### config.mk
export PLATFORM = sky130hd
export DESIGN_NAME = instr_seq_fsm
export DESIGN_NICKNAME = d
export VERILOG_FILES = /design/src/rtl/instr_seq_fsm.sv
export SDC_FILE = /design/constraint.sdc
export NUM_CORES = 1
export LEC_CHECK = 0
export CORE_MARGIN = 3
export CORE_UTILIZATION = 50
export DETAILED_ROUTE_END_ITERATION = 6
export GPL_ROUTABILITY_DRIVEN = 1
export PLACE_DENSITY = 0.78
export SLEW_MARGIN = 20
export SYNTH_ARGS = -nofsm -noshare
export SYNTH_HDL_FRONTEND = slang
export SYNTH_SLANG_ARGS = --single-unit
### constraint.sdc
create_clock -name clk -period 3.7 [get_ports clk]
set_clock_uncertainty 0.05 [all_clocks]
set_input_delay 0.74 -clock clk [delete_from_list [all_inputs] [get_ports clk]]
set_output_delay 0.74 -clock clk [all_outputs]
set_load 0.02 [all_outputs]
### src/rtl/instr_seq_fsm.sv
// Program-buffer instruction sequencer: keys instructions in field by field, then issues them in order.
// Optional single-step mode after each non-final write-back: define INSTR_SEQ_STEP_EN.
module instr_seq_fsm #(
  parameter int FIELD_W     = 4,
  parameter int NUM_FIELDS  = 4,
  parameter int PROG_DEPTH  = 8,
  parameter int RES_W       = 4,
  parameter int EXEC_CYCLES = 100000000
) (
  input  logic                          clk,
  input  logic                          rst,
  input  logic                          btn0,
  input  logic                          btn1,
  input  logic                          btn2,
  input  logic                          btn3,
  input  logic [FIELD_W-1:0]            switch,
  input  logic [RES_W-1:0]              result,
  input  logic                          overflow,
  output logic [NUM_FIELDS*FIELD_W-1:0] instruction,
  output logic                          issue_pulse,
  output logic                          write_pulse,
  output logic [3:0]                    led,
  output logic [NUM_FIELDS*4-1:0]       ssd,
  output logic [$clog2(PROG_DEPTH)-1:0] pc,
  output logic [$clog2(PROG_DEPTH):0]   prog_count,
  output logic                          prog_full,
  output logic                          is_overflow
);
  localparam int AW = $clog2(PROG_DEPTH);
  localparam int IW = $clog2(NUM_FIELDS);
  localparam int CW = $clog2(EXEC_CYCLES);
  localparam logic [CW-1:0] CNT_LAST = CW'(EXEC_CYCLES - 1);
  localparam logic [IW-1:0] IDX_LAST = IW'(NUM_FIELDS - 1);

`ifdef INSTR_SEQ_STEP_EN
  typedef enum logic [2:0] {IDLE, ENTRY, ISSUE, WAIT, DONE, STEP} state_t;
`else
  typedef enum logic [2:0] {IDLE, ENTRY, ISSUE, WAIT, DONE} state_t;
`endif

  state_t state_reg, state_next;
  logic b0_prev_reg, b2_prev_reg, b3_prev_reg;
  logic b0, b2, b3;
  // Field i lives at packed position NUM_FIELDS-1-i so field 0 lands in the MSBs.
  logic [NUM_FIELDS-1:0][FIELD_W-1:0] field_reg, field_next;
  logic [NUM_FIELDS-1:0][FIELD_W-1:0] instr_reg;
  logic [NUM_FIELDS*FIELD_W-1:0]      prog_buf [PROG_DEPTH];
  logic [NUM_FIELDS*FIELD_W-1:0]      buf_wdata;
  logic                               buf_we;
  logic [IW-1:0]  idx_reg, idx_next;
  logic [AW:0]    count_reg, count_next;
  logic [AW-1:0]  pc_reg, pc_next;
  logic [CW-1:0]  cnt_reg, cnt_next;
  logic           warn_reg, warn_next;
  logic [RES_W-1:0] res_reg;
  logic           ovf_reg;
  logic           capture;
  logic           last_instr;

  assign b0 = btn0 & ~b0_prev_reg;
  assign b2 = btn2 & ~b2_prev_reg;
  assign b3 = btn3 & ~b3_prev_reg;
  assign prog_full  = (count_reg == (AW + 1)'(PROG_DEPTH));
  assign last_instr = ({1'b0, pc_reg} == count_reg - 1'b1);

  always_comb begin
    state_next = state_reg;
    field_next = field_reg;
    idx_next   = idx_reg;
    count_next = count_reg;
    pc_next    = pc_reg;
    cnt_next   = cnt_reg;
    warn_next  = warn_reg;
    buf_we     = 1'b0;
    buf_wdata  = {field_reg[NUM_FIELDS-1:1], switch};
    capture    = 1'b0;
    case (state_reg)
      IDLE: begin
        if (b3) begin
          count_next = '0;
        end else if (b0) begin
          state_next = ENTRY;
          idx_next   = '0;
          field_next = '0;
        end else if (b2 && count_reg != '0) begin
          state_next = ISSUE;
          pc_next    = '0;
        end
      end
      ENTRY: begin
        if (b3) begin
          state_next = IDLE;
          idx_next   = '0;
          field_next = '0;
          warn_next  = 1'b0;
        end else if (b0) begin
          if (idx_reg == IDX_LAST) begin
            idx_next   = '0;
            field_next = '0;
            if (prog_full) begin
              warn_next = 1'b1;
            end else begin
              buf_we     = 1'b1;
              count_next = count_reg + 1'b1;
              warn_next  = 1'b0;
            end
          end else begin
            field_next[IDX_LAST - idx_reg] = switch;
            idx_next  = idx_reg + 1'b1;
            warn_next = 1'b0;
          end
        end else if (b2 && idx_reg == '0 && count_reg != '0) begin
          state_next = ISSUE;
          pc_next    = '0;
          warn_next  = 1'b0;
        end
      end
      ISSUE: begin
        cnt_next   = '0;
        state_next = WAIT;
      end
      WAIT: begin
        if (b3) begin
          state_next = IDLE;
          cnt_next   = '0;
        end else if (cnt_reg == CNT_LAST) begin
          capture  = 1'b1;
          cnt_next = '0;
          if (last_instr) begin
            state_next = DONE;
          end else begin
`ifdef INSTR_SEQ_STEP_EN
            state_next = STEP;
`else
            pc_next    = pc_reg + 1'b1;
            state_next = ISSUE;
`endif
          end
        end else begin
          cnt_next = cnt_reg + 1'b1;
        end
      end
      DONE: begin
        if (b3) begin
          state_next = IDLE;
          count_next = '0;
        end else if (b0) begin
          state_next = IDLE;
        end
      end
`ifdef INSTR_SEQ_STEP_EN
      STEP: begin
        if (b3) begin
          state_next = IDLE;
        end else if (b0) begin
          pc_next    = pc_reg + 1'b1;
          state_next = ISSUE;
        end
      end
`endif
      default: state_next = IDLE;
    endcase
  end

  always_ff @(posedge clk or posedge rst) begin
    if (rst) begin
      state_reg   <= IDLE;
      b0_prev_reg <= 1'b0;
      b2_prev_reg <= 1'b0;
      b3_prev_reg <= 1'b0;
      field_reg   <= '0;
      idx_reg     <= '0;
      count_reg   <= '0;
      pc_reg      <= '0;
      cnt_reg     <= '0;
      warn_reg    <= 1'b0;
      instr_reg   <= '0;
      res_reg     <= '0;
      ovf_reg     <= 1'b0;
    end else begin
      state_reg   <= state_next;
      b0_prev_reg <= btn0;
      b2_prev_reg <= btn2;
      b3_prev_reg <= btn3;
      field_reg   <= field_next;
      idx_reg     <= idx_next;
      count_reg   <= count_next;
      pc_reg      <= pc_next;
      cnt_reg     <= cnt_next;
      warn_reg    <= warn_next;
      // Loaded on entry to ISSUE so the word is already valid during the issue pulse.
      if (state_next == ISSUE) instr_reg <= prog_buf[pc_next];
      if (capture) begin
        res_reg <= result;
        ovf_reg <= overflow;
      end
    end
  end

  always_ff @(posedge clk) begin
    if (buf_we) prog_buf[count_reg[AW-1:0]] <= buf_wdata;
  end

  always_comb begin
    case (state_reg)
      ENTRY:       led = warn_reg ? 4'b1010 : (4'b1000 >> idx_reg[1:0]);
      ISSUE, WAIT: led = 4'b0110;
      DONE:        led = 4'b1111;
`ifdef INSTR_SEQ_STEP_EN
      STEP:        led = 4'b0101;
`endif
      default:     led = 4'b0000;
    endcase
  end

  for (genvar gi = 0; gi < NUM_FIELDS; gi++) begin : g_digit
    localparam int P = NUM_FIELDS - 1 - gi;
    localparam logic [3:0] OVF_DIG = (gi < 4) ? 4'(10 + gi) : 4'd0;
    logic [3:0] bit_dig, dig;
    if (gi < RES_W) begin : g_bit
      assign bit_dig = {3'b000, res_reg[RES_W-1-gi]};
    end else begin : g_nobit
      assign bit_dig = 4'd0;
    end
    always_comb begin
      case (state_reg)
        ENTRY:       dig = (IW'(gi) == idx_reg) ? 4'(switch) : 4'(field_reg[P]);
        ISSUE, WAIT: dig = 4'(instr_reg[P]);
        DONE:        dig = btn1 ? 4'(instr_reg[P]) : (ovf_reg ? OVF_DIG : bit_dig);
`ifdef INSTR_SEQ_STEP_EN
        STEP:        dig = ovf_reg ? OVF_DIG : bit_dig;
`endif
        default:     dig = 4'd0;
      endcase
    end
    assign ssd[P*4 +: 4] = dig;
  end

  assign instruction = instr_reg;
  assign issue_pulse = (state_reg == ISSUE);
  assign write_pulse = capture;
  assign pc          = pc_reg;
  assign prog_count  = count_reg;
  assign is_overflow = ovf_reg;
endmodule

==> results by stage <==
Clock tree:
- The CTS tree is done.
- After clock tree synthesis, the flow added hold-fix buffers numbering 0.
- The CTS buffer count is 23.
- The total number of clock tree sinks is 208.
- Post-CTS repair changed the size of 0 cells.
- The post-CTS clock slew at the launch and capture registers of the worst setup and hold paths is 0.06 ns.
- The depth of the CTS H-tree is 1.
- The clock tree root driver cell is clkbuf_16.
- The number of setup buffers added after CTS is 0.
- The clock passes through at most 3 buffers.
- The insertion delay to the later sink of the worst-skew pair is 0.51 ns.

Logic synthesis:
- Summing the areas of all xor and xnor instances in the mapped netlist gives 2.445% of the synthesized area.
- The synthesized-area fraction occupied by adder cells is 1.209%.
- The share of the Yosys chip area taken by registers is 62.75%.
- The post-synthesis cell area is 9315 um^2.
- The number of register bits inferred by synthesis is 208.
- After synthesis, the largest family of logic cells by area is compound AO/OA/AOI/OAI gates.
- The most frequently used flop master after synthesis is edfxtp_1.
- The post-synthesis area per instance is 13.44 um^2.
- The fraction of synthesis flops using an asynchronous set or reset pin is 38.46%.
- The portion of netlist area occupied by mux cells is 9.429%.
- By area the synthesized netlist is led by edfxtp_1 41%, dfrtp_1 21%, mux2i_1 7.7%.
- In the synthesized netlist, the number of instances is 693.
- The count of unique library cells instantiated by Yosys is 57.
- The top cell type by total area after synthesis is edfxtp_1.
- Counting every net in the synthesized netlist gives 717.
- The area share of the largest cell type after synthesis is 41.26%.
- The synthesized netlist devotes 10.87% of its cell area to compound gates.
- After Yosys synthesis, and, or, nand and nor cells account for 10.50% of the synthesized area.
- Yosys printed 0 warnings.
- The number of enable-type register cells in the synthesized netlist is 128.

Power and ir drop:
- The worst voltage drop across the vdd grid is 0.4319 mV.
- The clock network accounts for 31.9% of the total power.
- Cell internal power was estimated by the tool at 4806 uW.
- In this run, flip-flops and latches consume 42.5% of the power.
- The leakage dissipation is 0.004717 uW.
- The portion of total power attributed to combinational logic is 25.7%.
- In this run the power density over the cells is 630.9 nW/um^2.
- The switching share of total power is 31.23%.
- For this design the total switching power over the nets is 2182 uW.

Placed design:
- At the end of routability-driven placement, the weighted congestion stood at 0.8418.
- The placed instance count is 986.
- The HPWL after detailed placement is 14630 um.
- The placed instances occupy a cell area of 10340 um^2.
- During placement, the flow inserted port buffers numbering 61.

Global routing:
- The global-route usage over all layers is 22.52%.
- Summed over all layers, the global routing overflow is 0.
- Entering global routing, the biggest net connects 44 pins.
- The first global-routing pass estimated 35490 um of wire.
- The number of global-route vias before repair came to 6269.
- The initial antenna violation count is 0.

STA:
- For the pin with the worst max-slew slack, the measured transition is 0.8661 ns.
- In the finished design, the share of the clock period the worst path needs comes to 98.53%.
- The final count of pins violating max slew is 0.
- The smallest clock period supported by the final layout is computed as 3.646 ns.
- The relative max-transition margin is 42.26%.
- The hold violation count in the final report is 0.
- The count of endpoints failing setup in the final report is 0.
- The maximum clock frequency is 274.3 MHz.

Floorplan:
- The overall die area is 20300 um^2.
- The region available for standard cell placement spans 18150 um^2.
- The width of the die is 142.5 um.
- 62 I/O pins were placed.
- After floorplanning, the core was divided into 49 placement rows.
- In this run the vertical extent of the chip is 142.5 um.
- Once the floorplan was initialized, standard cells occupied 51.33% of the core.

Final layout:
- The most common library cell in the layout ignoring fill and taps is edfxtp_1.
- The cell area after layout is 11080 um^2.
- The register with the most flip-flops in the layout has 128 of them.
- Compared with the post-synthesis result, the final layout area differs by 18.90%.
- The count of cells in the finished layout, fillers not included, comes to 1027.
- The count of inserted antenna diode cells is 0.
- In the layout the commonest cells are 128 x edfxtp_1, 79 x dfrtp_1, 72 x mux2i_1.
- Of the cells placed in the final design, the portion with a size suffix greater than 1 is 14.29%.
- Fill cells in the final layout number 1356.
- The total number of nets in the final design is 806.

Hold path:
- Counting instances, the worst hold path has a depth of 1.
- The class of the tightest hold or removal check is flip-flop to flip-flop.
- The terminating pin of the worst hold path is field_reg[2].
- The start point of the worst min-delay path is field_reg[2].

Setup path:
- In this run the critical register-to-register path is captured at instruction[0].
- The kind of end point of the critical path is a primary output.
- In this run the critical register-to-register path is launched from prog_count[0].
- STA classifies the critical path startpoint as a flip-flop.
- The worst register-to-register path has a depth of 11.
- The highest net fanout along the worst path is 9.
- The slack of the worst reg-to-reg path is 0.25 ns.
- The data required time of the worst path is 2.91 ns.
- The start-to-end type of the worst setup path is flip-flop to primary output.
- The endpoint arrival time on the critical path is 2.86 ns.

Detailed routing:
- For this run, design rule violations remaining after detail routing come to 0.
- The routed length per instance is 22.30 um.
- In the routed layout, each cell is associated on average with a via count of 6.057.
- The aggregate routed wire length is 22900 um.
- The routed via count is 6221.
- Once detail routing completed, the nets flagged for antenna violations numbered 0.
- Before antenna repair, the detailed router went through 5 iterations.
- For this block, the initial DRC count from the detailed router was 544.

Run:
- Max-cap violations in this run came to 0.

Status:
- The flow ran to the end, and the final reports show no timing, DRC or antenna violations.
==> synth_stat cells (all sizes together), types with 3 or more instances <==
master,instances
a22o,45
nand3,18
nand4,6
and3,7
or2,4
clkbuf,19
dfrtp,80
mux2,14
nor2b,10
nand2,43
mux2i,72
a221o,8
ha,9
nor2,55
o21ai,28
buf,16
xor2,16
a21oi,11
o31ai,18
nand2b,7
nor3,12
edfxtp,128
nor4,5
or3,9
and2,3
inv,13
xnor2,10
==> worst max-delay path by stage <==
stage	slack (ns)	to	start	depth (start not counted)
after detailed placement	0.21	instruction[0]	btn3	11
after floorplan	0.59	instruction[10]	prog_count[0]	12
after CTS	0.08	ssd[13]	idx_reg[0]	5
final	0.05	ssd[13]	idx_reg[0]	5
after global placement	0.23	ssd[12]	btn1	7
after global routing	-0.0005	ssd[12]	state_reg[0]	6
==> layer usage <==
| metal | vias up | part of all wire (%) | GRT usage, % |
|---|---|---|---|
| li1 | 2767 | - | - |
| met1 | 3076 | 41 | 31.21 |
| met2 | 326 | 48 | 37.09 |
| met3 | 52 | 8.7 | 4.200 |
| met4 | 0 | 2.2 | 5.603 |
| met5 | - | 0 | 0 |
==> worst max-delay path: stages, from the launching register on <==
cell	delay, ns
dfrtp_1	0.41
inv_1	0.14
ha_1	0.51
mux2_2	0.40
a221o_1	0.33
clkdlybuf4s50_1	0.56
==> power groups by stage <==
stage / clock (uW) / combinational (uW) / sequential, uW
global placement: 0 / 1730 / 2990
CTS: 2260 / 1780 / 2960
global route: 2340 / 1910 / 2990
floorplan: 0 / 966 / 2990
detailed placement: 0 / 1770 / 3000
finish: 2230 / 1790 / 2970
==> kinds of logic after synthesis <==
kind of cell / count (synthesis)
AO/OA/AOI/OAI: 125
XOR/XNOR: 26
multiplexers: 86
adder cells (fa/ha/maj): 9
AND/OR/NAND/NOR: 191
buffers and inverters: 48
flip-flops: 208
==> per-stage QoR <==
step | power [uW] | utilization (%) | setup WS (ns) | hold slack [ns] | setup TNS, ns
floorplan | 3954 | - | 0.5917 | 0.4104 | 0
global placement | 4722 | 56.96 | 0.2252 | 0.4325 | 0
detailed placement | 4767 | 56.96 | 0.2079 | 0.4369 | 0
CTS | 6998 | 61.00 | 0.07504 | 0.4582 | 0
global route | 7249 | 61.03 | -0.0004954 | 0.4987 | -0.0004954
finish | 6988 | 61.03 | 0.05426 | 0.4534 | 0
==> layout make-up <==
class / count / area [um^2] / share of cell area [%]
tap: 229 / 286.5 / 2.587
sequential: 208 / 5847 / 52.79
timing repair buffer: 99 / 945.9 / 8.540
multi-input combinational: 437 / 3213 / 29.01
clock inverter: 9 / 93.84 / 0.8473
inverter: 13 / 50.05 / 0.4519
clock buffer: 32 / 639.4 / 5.773
Power figures use the tool's default switching activity.
